==> src/rtl/dmem_arbiter.sv <==
// Data-memory arbiter: shares one single-port 16-bit RAM between the CPU MEM/WB stage,
// the CCD capture writer and the neural-net accelerator. The CPU gets single-beat priority;
// CCD and accelerator get locked bursts, round-robin between themselves, with a burst cap
// that forces the CPU in after MAX_BURST DMA beats while it waits.
module dmem_arbiter #(
  parameter int unsigned ADDR_W    = 16,
  parameter int unsigned DATA_W    = 16,
  parameter int unsigned MAX_BURST = 8   // 1..255
) (
  input  logic              clk,
  input  logic              rst_n,

  input  logic              cpu_req,
  input  logic              cpu_we,
  input  logic [ADDR_W-1:0] cpu_addr,
  input  logic [DATA_W-1:0] cpu_wdata,
  output logic              cpu_gnt,
  output logic              cpu_rvalid,
  output logic              cpu_stall,

  input  logic              ccd_req,
  input  logic              ccd_last,
  input  logic [ADDR_W-1:0] ccd_addr,
  input  logic [DATA_W-1:0] ccd_wdata,
  output logic              ccd_gnt,

  input  logic              acc_req,
  input  logic              acc_we,
  input  logic              acc_last,
  input  logic [ADDR_W-1:0] acc_addr,
  input  logic [DATA_W-1:0] acc_wdata,
  output logic              acc_gnt,
  output logic              acc_rvalid,

  output logic              mem_en,
  output logic              mem_we,
  output logic [ADDR_W-1:0] mem_addr,
  output logic [DATA_W-1:0] mem_wdata,
  input  logic [DATA_W-1:0] mem_rdata
);

  localparam logic [1:0] StIdle     = 2'd0;
  localparam logic [1:0] StBurstCcd = 2'd1;
  localparam logic [1:0] StBurstAcc = 2'd2;

  // Round-robin pointer: names the DMA port preferred on the next tie in idle.
  localparam logic RrCcd = 1'b0;
  localparam logic RrAcc = 1'b1;

  localparam logic [7:0] CntMax = 8'(MAX_BURST);

  logic [1:0] state_q, state_d;
  logic [7:0] cnt_q, cnt_d;
  logic       rr_q, rr_d;
  logic       cpu_rvalid_q, acc_rvalid_q;

  logic       cpu_gnt_c, ccd_gnt_c, acc_gnt_c;
  logic       own_ccd, own_req, own_last;

  // Burst owner's request view, shared by both burst states.
  always_comb begin
    own_ccd  = (state_q == StBurstCcd);
    own_req  = own_ccd ? ccd_req  : acc_req;
    own_last = own_ccd ? ccd_last : acc_last;
  end

  // Arbitration and next-state: grants depend only on registered state and current requests.
  always_comb begin
    cpu_gnt_c = 1'b0;
    ccd_gnt_c = 1'b0;
    acc_gnt_c = 1'b0;
    state_d   = state_q;
    cnt_d     = cnt_q;
    rr_d      = rr_q;

    case (state_q)
      StIdle: begin
        if (cpu_req) begin
          cpu_gnt_c = 1'b1;
        end else if (ccd_req && (!acc_req || (rr_q == RrCcd))) begin
          ccd_gnt_c = 1'b1;
          if (ccd_last) begin
            rr_d = RrAcc;
          end else begin
            state_d = StBurstCcd;
            cnt_d   = 8'd1;
          end
        end else if (acc_req) begin
          acc_gnt_c = 1'b1;
          if (acc_last) begin
            rr_d = RrCcd;
          end else begin
            state_d = StBurstAcc;
            cnt_d   = 8'd1;
          end
        end
      end

      StBurstCcd, StBurstAcc: begin
        if ((cnt_q == CntMax) && cpu_req) begin
          // Cap reached: CPU is forced in, the owner holds its pending beat.
          cpu_gnt_c = 1'b1;
          cnt_d     = 8'd0;
        end else if (own_req) begin
          ccd_gnt_c = own_ccd;
          acc_gnt_c = !own_ccd;
          if (cnt_q != CntMax) begin
            cnt_d = cnt_q + 8'd1;
          end
          if (own_last) begin
            state_d = StIdle;
            cnt_d   = 8'd0;
            rr_d    = own_ccd ? RrAcc : RrCcd;
          end
        end else if (cpu_req) begin
          // Owner is in a gap; the CPU slips in without touching the cap count.
          cpu_gnt_c = 1'b1;
        end
      end

      default: begin
        state_d = StIdle;
        cnt_d   = 8'd0;
      end
    endcase
  end

  // Arbiter state registers.
  always_ff @(posedge clk or negedge rst_n) begin
    if (!rst_n) begin
      state_q <= StIdle;
      cnt_q   <= 8'd0;
      rr_q    <= RrCcd;
    end else begin
      state_q <= state_d;
      cnt_q   <= cnt_d;
      rr_q    <= rr_d;
    end
  end

  // Read-valid flags track the 1-cycle synchronous RAM latency.
  always_ff @(posedge clk or negedge rst_n) begin
    if (!rst_n) begin
      cpu_rvalid_q <= 1'b0;
      acc_rvalid_q <= 1'b0;
    end else begin
      cpu_rvalid_q <= cpu_gnt_c & ~cpu_we;
      acc_rvalid_q <= acc_gnt_c & ~acc_we;
    end
  end

  // Memory-side mux: the granted port drives the RAM; all zero when idle.
  always_comb begin
    mem_we    = 1'b0;
    mem_addr  = '0;
    mem_wdata = '0;
    if (cpu_gnt_c) begin
      mem_we    = cpu_we;
      mem_addr  = cpu_addr;
      mem_wdata = cpu_wdata;
    end else if (ccd_gnt_c) begin
      mem_we    = 1'b1;
      mem_addr  = ccd_addr;
      mem_wdata = ccd_wdata;
    end else if (acc_gnt_c) begin
      mem_we    = acc_we;
      mem_addr  = acc_addr;
      mem_wdata = acc_wdata;
    end
  end

  assign cpu_gnt    = cpu_gnt_c;
  assign ccd_gnt    = ccd_gnt_c;
  assign acc_gnt    = acc_gnt_c;
  assign mem_en     = cpu_gnt_c | ccd_gnt_c | acc_gnt_c;
  assign cpu_stall  = cpu_req & ~cpu_gnt_c;
  assign cpu_rvalid = cpu_rvalid_q;
  assign acc_rvalid = acc_rvalid_q;

  // Read data passes straight through from the RAM; kept as a named hook for the rvalid users.
  logic [DATA_W-1:0] rdata_unused;
  assign rdata_unused = mem_rdata;

  grant_onehot_a: assert property (@(posedge clk) disable iff (!rst_n)
    $onehot0({cpu_gnt_c, ccd_gnt_c, acc_gnt_c}));

endmodule

==> config.mk <==
export PLATFORM = sky130hd
export DESIGN_NAME = dmem_arbiter
export DESIGN_NICKNAME = d
export VERILOG_FILES = /design/src/rtl/dmem_arbiter.sv
export SDC_FILE = /design/constraint.sdc
export NUM_CORES = 1
export LEC_CHECK = 0
export ABC_AREA = 0
export CORE_MARGIN = 5
export CORE_UTILIZATION = 28
export DETAILED_ROUTE_END_ITERATION = 10
export PLACE_DENSITY_LB_ADDON = 0.2
export SETUP_SLACK_MARGIN = 0.4
export SLEW_MARGIN = 20
export SYNTH_ARGS = -nofsm -noshare
export SYNTH_HDL_FRONTEND = slang
export SYNTH_SLANG_ARGS = --single-unit
export TNS_END_PERCENT = 30
==> constraint.sdc <==
create_clock -name clk -period 2.9 [get_ports clk]
set_input_delay 0.725 -clock clk [delete_from_list [all_inputs] [get_ports clk]]
set_output_delay 0.725 -clock clk [all_outputs]
set_load 0.01 [all_outputs]
## Yosys cells after proc, flatten, opt, wreduce, memory -nomap -nowiden

Cells that the tools add are included.
Widths: inputs -> output; s select.

- Output and inout port bits: 40
- Register bits after elaboration: 13
- Logic and storage cells: 96
- Bits of input ports: 121

- Reductions and logical operators: 11
- Eq/ne operators: 15
- Add/subtract/negate cells: 1
- Bitwise gates (word level): 9
- Muxes and demuxes: 55

Operator list:

| operator | number |
|---|---|
| $mux 16 | 6 |
| $mux 8 | 9 |
| $mux 1 | 26 |
| $ne 3x3->1 const B | 6 |
| $mux 2 | 8 |
| $pmux 8 s2 | 1 |
| $add 8x1->8 const B | 1 |
| $eq 8x4->1 const B | 1 |
| $ne 2x2->1 const B | 4 |
| $ne 8x4->1 const B | 1 |
| $pmux 1 s2 | 4 |
| $reduce_and 8->1 | 1 |
| $reduce_and 7->1 | 1 |
| $reduce_and 6->1 | 1 |
| $ne 4x4->1 const B | 1 |
| $not 1->1 | 4 |
| $pmux 2 s2 | 1 |
| $and 1x1->1 | 3 |
| $eq 2x1->1 const B | 1 |
| $eq 2x2->1 const B | 1 |
| $logic_and 1x1->1 | 2 |
| $logic_not 1->1 | 2 |
| $logic_not 2->1 | 1 |
| $or 1x1->1 | 2 |
| other kinds (3) | 3 |

## Depth between registers and ports, before layout

- Word-level depth: 9
- Mapped depth: 11
- Gate-level depth less buffers: 8

## Least setup slack after synthesis

No wires, ideal clock.

- Path kind: register to output
- Start point: register state_q[1]
- End point: output mem_addr[10]
- Required time: 2.175 ns
- Arrival: 2.219 ns
- Cell stages (with the launch flop): 12
- Path slack: -0.044 ns
- Buffers on the path: 3
- Cells stage by stage: dfrtp_1 inv_1 ha_1 clkbuf_1 mux2i_1 nand2_1 a311o_1 clkbuf_1 clkinv_1 buf_2 a21oi_1 a21oi_1

- Elaborated cells on any way between the ends: 18
- Those cells by class: eq/ne (2); mux (13); reduce/logical (3)

RTL lines:

| what | RTL line | source |
|---|---|---|
| start: declaration | 52 | `logic [1:0] state_q, state_d;` |
| start signal: assignment | 131 | `state_q <= StIdle;` |
| start signal: assignment | 135 | `state_q <= state_d;` |
| $eq 2x1->1 | 62, 76 |  |
| $mux 1 | 63 | `own_req = own_ccd ? ccd_req : acc_req;` |
| $mux 1 | 104 | `end else if (own_req) begin` |
| $mux 1 | 100 | `if ((cnt_q == CntMax) && cpu_req) begin` |
| $pmux 1 s2 * | 76 | `case (state_q)` |
| via cpu_gnt | 17 | `output logic cpu_gnt,` |
| $mux 16 * | 157 | `if (cpu_gnt_c) begin` |
| end: declaration | 37 | `output logic [ADDR_W-1:0] mem_addr,` |

The timed path passes the listed nets; every way through them passes the cells marked *.

## Worst setup path after layout

- Start point: register cnt_q[1]
- End point: output mem_addr[1]

- Word-level cells in the longest chain between the ends: 7
- Elaborated cells on any way between the ends: 11
- Those cells by class: eq/ne (1); mux (9); reduce/logical (1)

Ends and longest elaborated chain:

| what | RTL line | source |
|---|---|---|
| start: declaration | 53 | `logic [7:0] cnt_q, cnt_d;` |
| start signal: assignment | 136 | `cnt_q <= cnt_d;` |
| $eq 8x4->1 * | 100 |  |
| $logic_and 1x1->1 * | 100 |  |
| $mux 1 | 100 |  |
| $pmux 1 s2 | 76 |  |
| $mux 16 | 165 | `end else if (acc_gnt_c) begin` |
| $mux 16 | 161 | `end else if (ccd_gnt_c) begin` |
| $mux 16 * | 157 |  |

Mark *: on every way between the ends. The rest lies on a longest branch, timed or not.

==> key figures <==
Status
  – Status: complete, but fails checks
  – Failing checks: negative setup slack

Synth
  – Top cell type's share of synthesized area: 0.192
  – Largest cells by area after synthesis: a21oi_1, dfrtp_1, nand3b_1
  – Post-Syn Nets: about 390
  – Cell taking the most area after synthesis: a21oi_1
  – Most frequent cells after synthesis: a21oi_1, nor2_1, nand3b_1
  – Sequential-to-total area share from yosys stat: 0.186
  – Cells after Synth: between 200 and 300
  – Post-synthesis cell area: 0.00175 mm^2
  – Flip-flop and latch count after synthesis: 13
  – Async S/R FF share, synth: 1.00
  – Post-synth EDFFs: 0
  – Syn avg cell area: about 6.6 um^2
  – Netlist cell types: 40
  – YS warnings: 0
  – Main synth FF type: dfrtp_1
  – Most frequent cell after synthesis: a21oi_1

Detailed routing
  – Final WL: ~9700 um
  – Pre-antenna DRT Iters: 4
  – Routed Antenna Nets: 0
  – Routed vias/inst: roughly 5.3
  – Drt wl/cell: around 18 um
  – DRC Markers: 0
  – Initial DRC Count: between 100 and 150
  – Via count: roughly 2800

Timing
  – Final min period: about 3000 ps
  – Final Setup Violations: 16
  – RSZ-0062 raised after global routing: true
  – Final period util: 1.02
  – Final Hold Vio Count: 0
  – Worst slew pin tran: a little over 600 ps
  – Clock skew: 2.71 ps
  – Peak Freq: ~0.34 GHz
  – Sum Neg Setup Slack: -221 ps
  – Slew margin rel.: 0.583
  – Max-slew violations: 0
  – Worst setup margin: -57.8 ps

CTS
  – Root buffer cell: clkbuf_8
  – H-tree levels: 1
  – Worst skew pair latency: 250 ps
  – CTS buffer count: 3
  – Clock Path Buffers: 2
  – Clock-pin slew on the worst setup and hold paths: roughly 60 ps
  – Clock Sinks: 13
  – CTS tree: yes
  – Hold-fix buffers, CTS: 0

Cells and area
  – Multi-input logic area: roughly 0.0016 mm^2
  – Fin cells: 529
  – Layout cells sized above 1: 0.392
  – Antenna diodes: 0
  – Area grow syn2layout: 138%
  – # fillers: between 400 and 500
  – FF/Latch Area: roughly 330 um^2
  – Final net count: ~580
  – Final Cell Area: 0.00416 mm^2

Placed design
  – Pre-CTS WS: -734 ps
  – Port buffer count: ~140
  – Placed cells: between 400 and 500
  – Post-DP HPWL: roughly 6300 um
  – Cell Area, Placed: 0.00365 mm^2
  – RD Place Congestion: between 0.8 and 0.9

Pwr
  – Sw frac: 0.461
  – Pwr/cell area: 897 mW/mm^2
  – Leakage: 1.71 nW
  – Int Pwr: approximately 2.0 mW
  – Comb pwr share: 0.887
  – Net Switching: approximately 1.7 mW
  – Flop pwr share: 0.068
  – Worst VDD drop: around 0.45 mV
  – Clock share of power: 0.045

Global routing
  – Largest net degree at the start of global routing: 27
  – Initial antenna violation count: 0
  – Global-route wire length before repair: approximately 14000 um
  – Tot GR Track Use: 0.219
  – Number of global-route vias before repair: around 2700
  – Overflow after GRT: 0

Floorplanning
  – Effective utilization at floorplan: 0.292
  – IO Count: 161
  – Area of the die: about 0.0079 mm^2
  – Rows: 28
  – Core area: around 0.0060 mm^2
  – Die Wd: a little under 90 um
  – Height of the chip: roughly 89 um

Worst setup path
  – CP Launch Type: register
  – Crit-path max FO: 12
  – Worst-path cell chain: inv_1 -> ha_2 -> and3b_2 -> a31o_4 -> buf_6 -> nor2_4 -> buf_12 -> buf_16 -> a21oi_1 -> a21oi_2 -> buf_2
  – CP delay by family, top: buffers and inverters
  – CP bufs+invs: 5
  – Req. time, crit path: about 2200 ps
  – Crit-path max cell delay: approximately 350 ps
  – CP max stage cell: dfrtp_1
  – Arrival time of the worst setup path: 2230 ps
  – Setup Crit Path Kind: register to output port
  – CP endpoint kind: output port

Run
  – Max-Cap Viols: 0

Worst hold path
  – Hold Path Class: register to register
==> layer usage <==
metal  routed length, um  vias up  track usage
met2                4750      133        0.394
met3                 836       20       0.0535
met4                 274        0       0.0514
met1                3820     1311        0.263
li1                    -     1354            -
met5                   0        -            0
==> cell families (layout without fill, tap and decap cells) <==
logic type | count (synthesis) | after routing | synth area share
DFF | 13 | 13 | 0.186
and+or+nand+nor | 113 | 113 | 0.356
muxes | 2 | 2 | 0.0115
buffers and inverters | 30 | 221 | 0.0702
AOI/OAI and AO/OA | 100 | 100 | 0.340
adders and majority gates | 5 | 5 | 0.0358
==> power by group through the flow <==
stage / sequential (mW) / clock, mW / combinational, mW
6_report: 0.255 / 0.168 / 3.31
5_1_grt: 0.259 / 0.181 / 3.55
4_1_cts: 0.254 / 0.173 / 3.04
3_5_place_dp: 0.248 / 0 / 2.77
3_3_place_gp: 0.246 / 0 / 2.75
2_1_floorplan: 0.252 / 0 / 1.56
==> worst register-to-register path, delay by kind of cell, from the launching register on <==
family                   cells  cell delay, ps
AO/OA/AOI/OAI                2             490
flip-flops                   1             350
AND/OR/NAND/NOR              2             810
buffers and inverters        4             440
adder cells (fa/ha/maj)      1             170
==> what timing repair did <==
action / 4_1_cts / 5_1_grt
cloned: 8 / 3
setup endpoints to repair: 44 / 43
hold endpoints to repair: 0 / 0
pin swaps: 21 / 14
buffers inserted: 13 / 3
gates resized for setup: 191 / 37
==> sequential cells by signal, summed over array words and instances, names as in the netlist <==
signal	count
cnt_q	8
state_q	2
acc_rvalid	1
cpu_rvalid	1
rr_q	1
==> through the flow <==
stage | utilization | hold slack (ps) | total power, mW
finish | 0.694 | 577 | 3.73
global route | 0.694 | 621 | 3.99
CTS | 0.660 | 577 | 3.47
detailed placement | 0.610 | 566 | 3.02
global placement | 0.610 | 559 | 3.00
floorplan | - | 429 | 1.82
==> cell usage in the layout, fill, tap and decap left out, drive strengths merged, types with 5 or more instances in the layout <==
cell type and instances:
nor2 40, inv 6, buf 101, nand3 5, o21ai 6, o31ai 11
nor3 5, clkdlybuf4s50 103, dfrtp 13, clkbuf 6, a21oi 67, ha 5
nand3b 33, nand2 11
==> path summary, 6_finish.rpt <==
| kind | end | depth (start not counted) | start | slack [ps] |
|---|---|---|---|---|
| max in group asynchronous | state_q[0]$_DFFE_PN0P_ | 1 | rst_n | 1590 |
| setup reg to reg | cnt_q[6]$_DFFE_PN0P_ | 9 | cnt_q[1]$_DFFE_PN0P_ | 550 |
| min in group asynchronous | cnt_q[1]$_DFFE_PN0P_ | 1 | rst_n | 860 |
| hold reg to reg | cnt_q[3]$_DFFE_PN0P_ | 2 | cnt_q[3]$_DFFE_PN0P_ | 580 |
| setup / recovery | mem_addr[1] | 11 | cnt_q[1]$_DFFE_PN0P_ | -60 |
| hold / removal | cnt_q[3]$_DFFE_PN0P_ | 2 | cnt_q[3]$_DFFE_PN0P_ | 580 |
==> cell type report <==
cell class                      count  area share
Multi-Input combinational cell    220       0.385
Sequential cell                    13      0.0785
Inverter                            7     0.00933
Tap cell                           75      0.0226
Timing Repair Buffer              208       0.487
Clock buffer                        3     0.00993
Timing Repair inverter              2     0.00602
Clock inverter                      1     0.00120
Note: power is estimated with default switching activity, not from simulation.
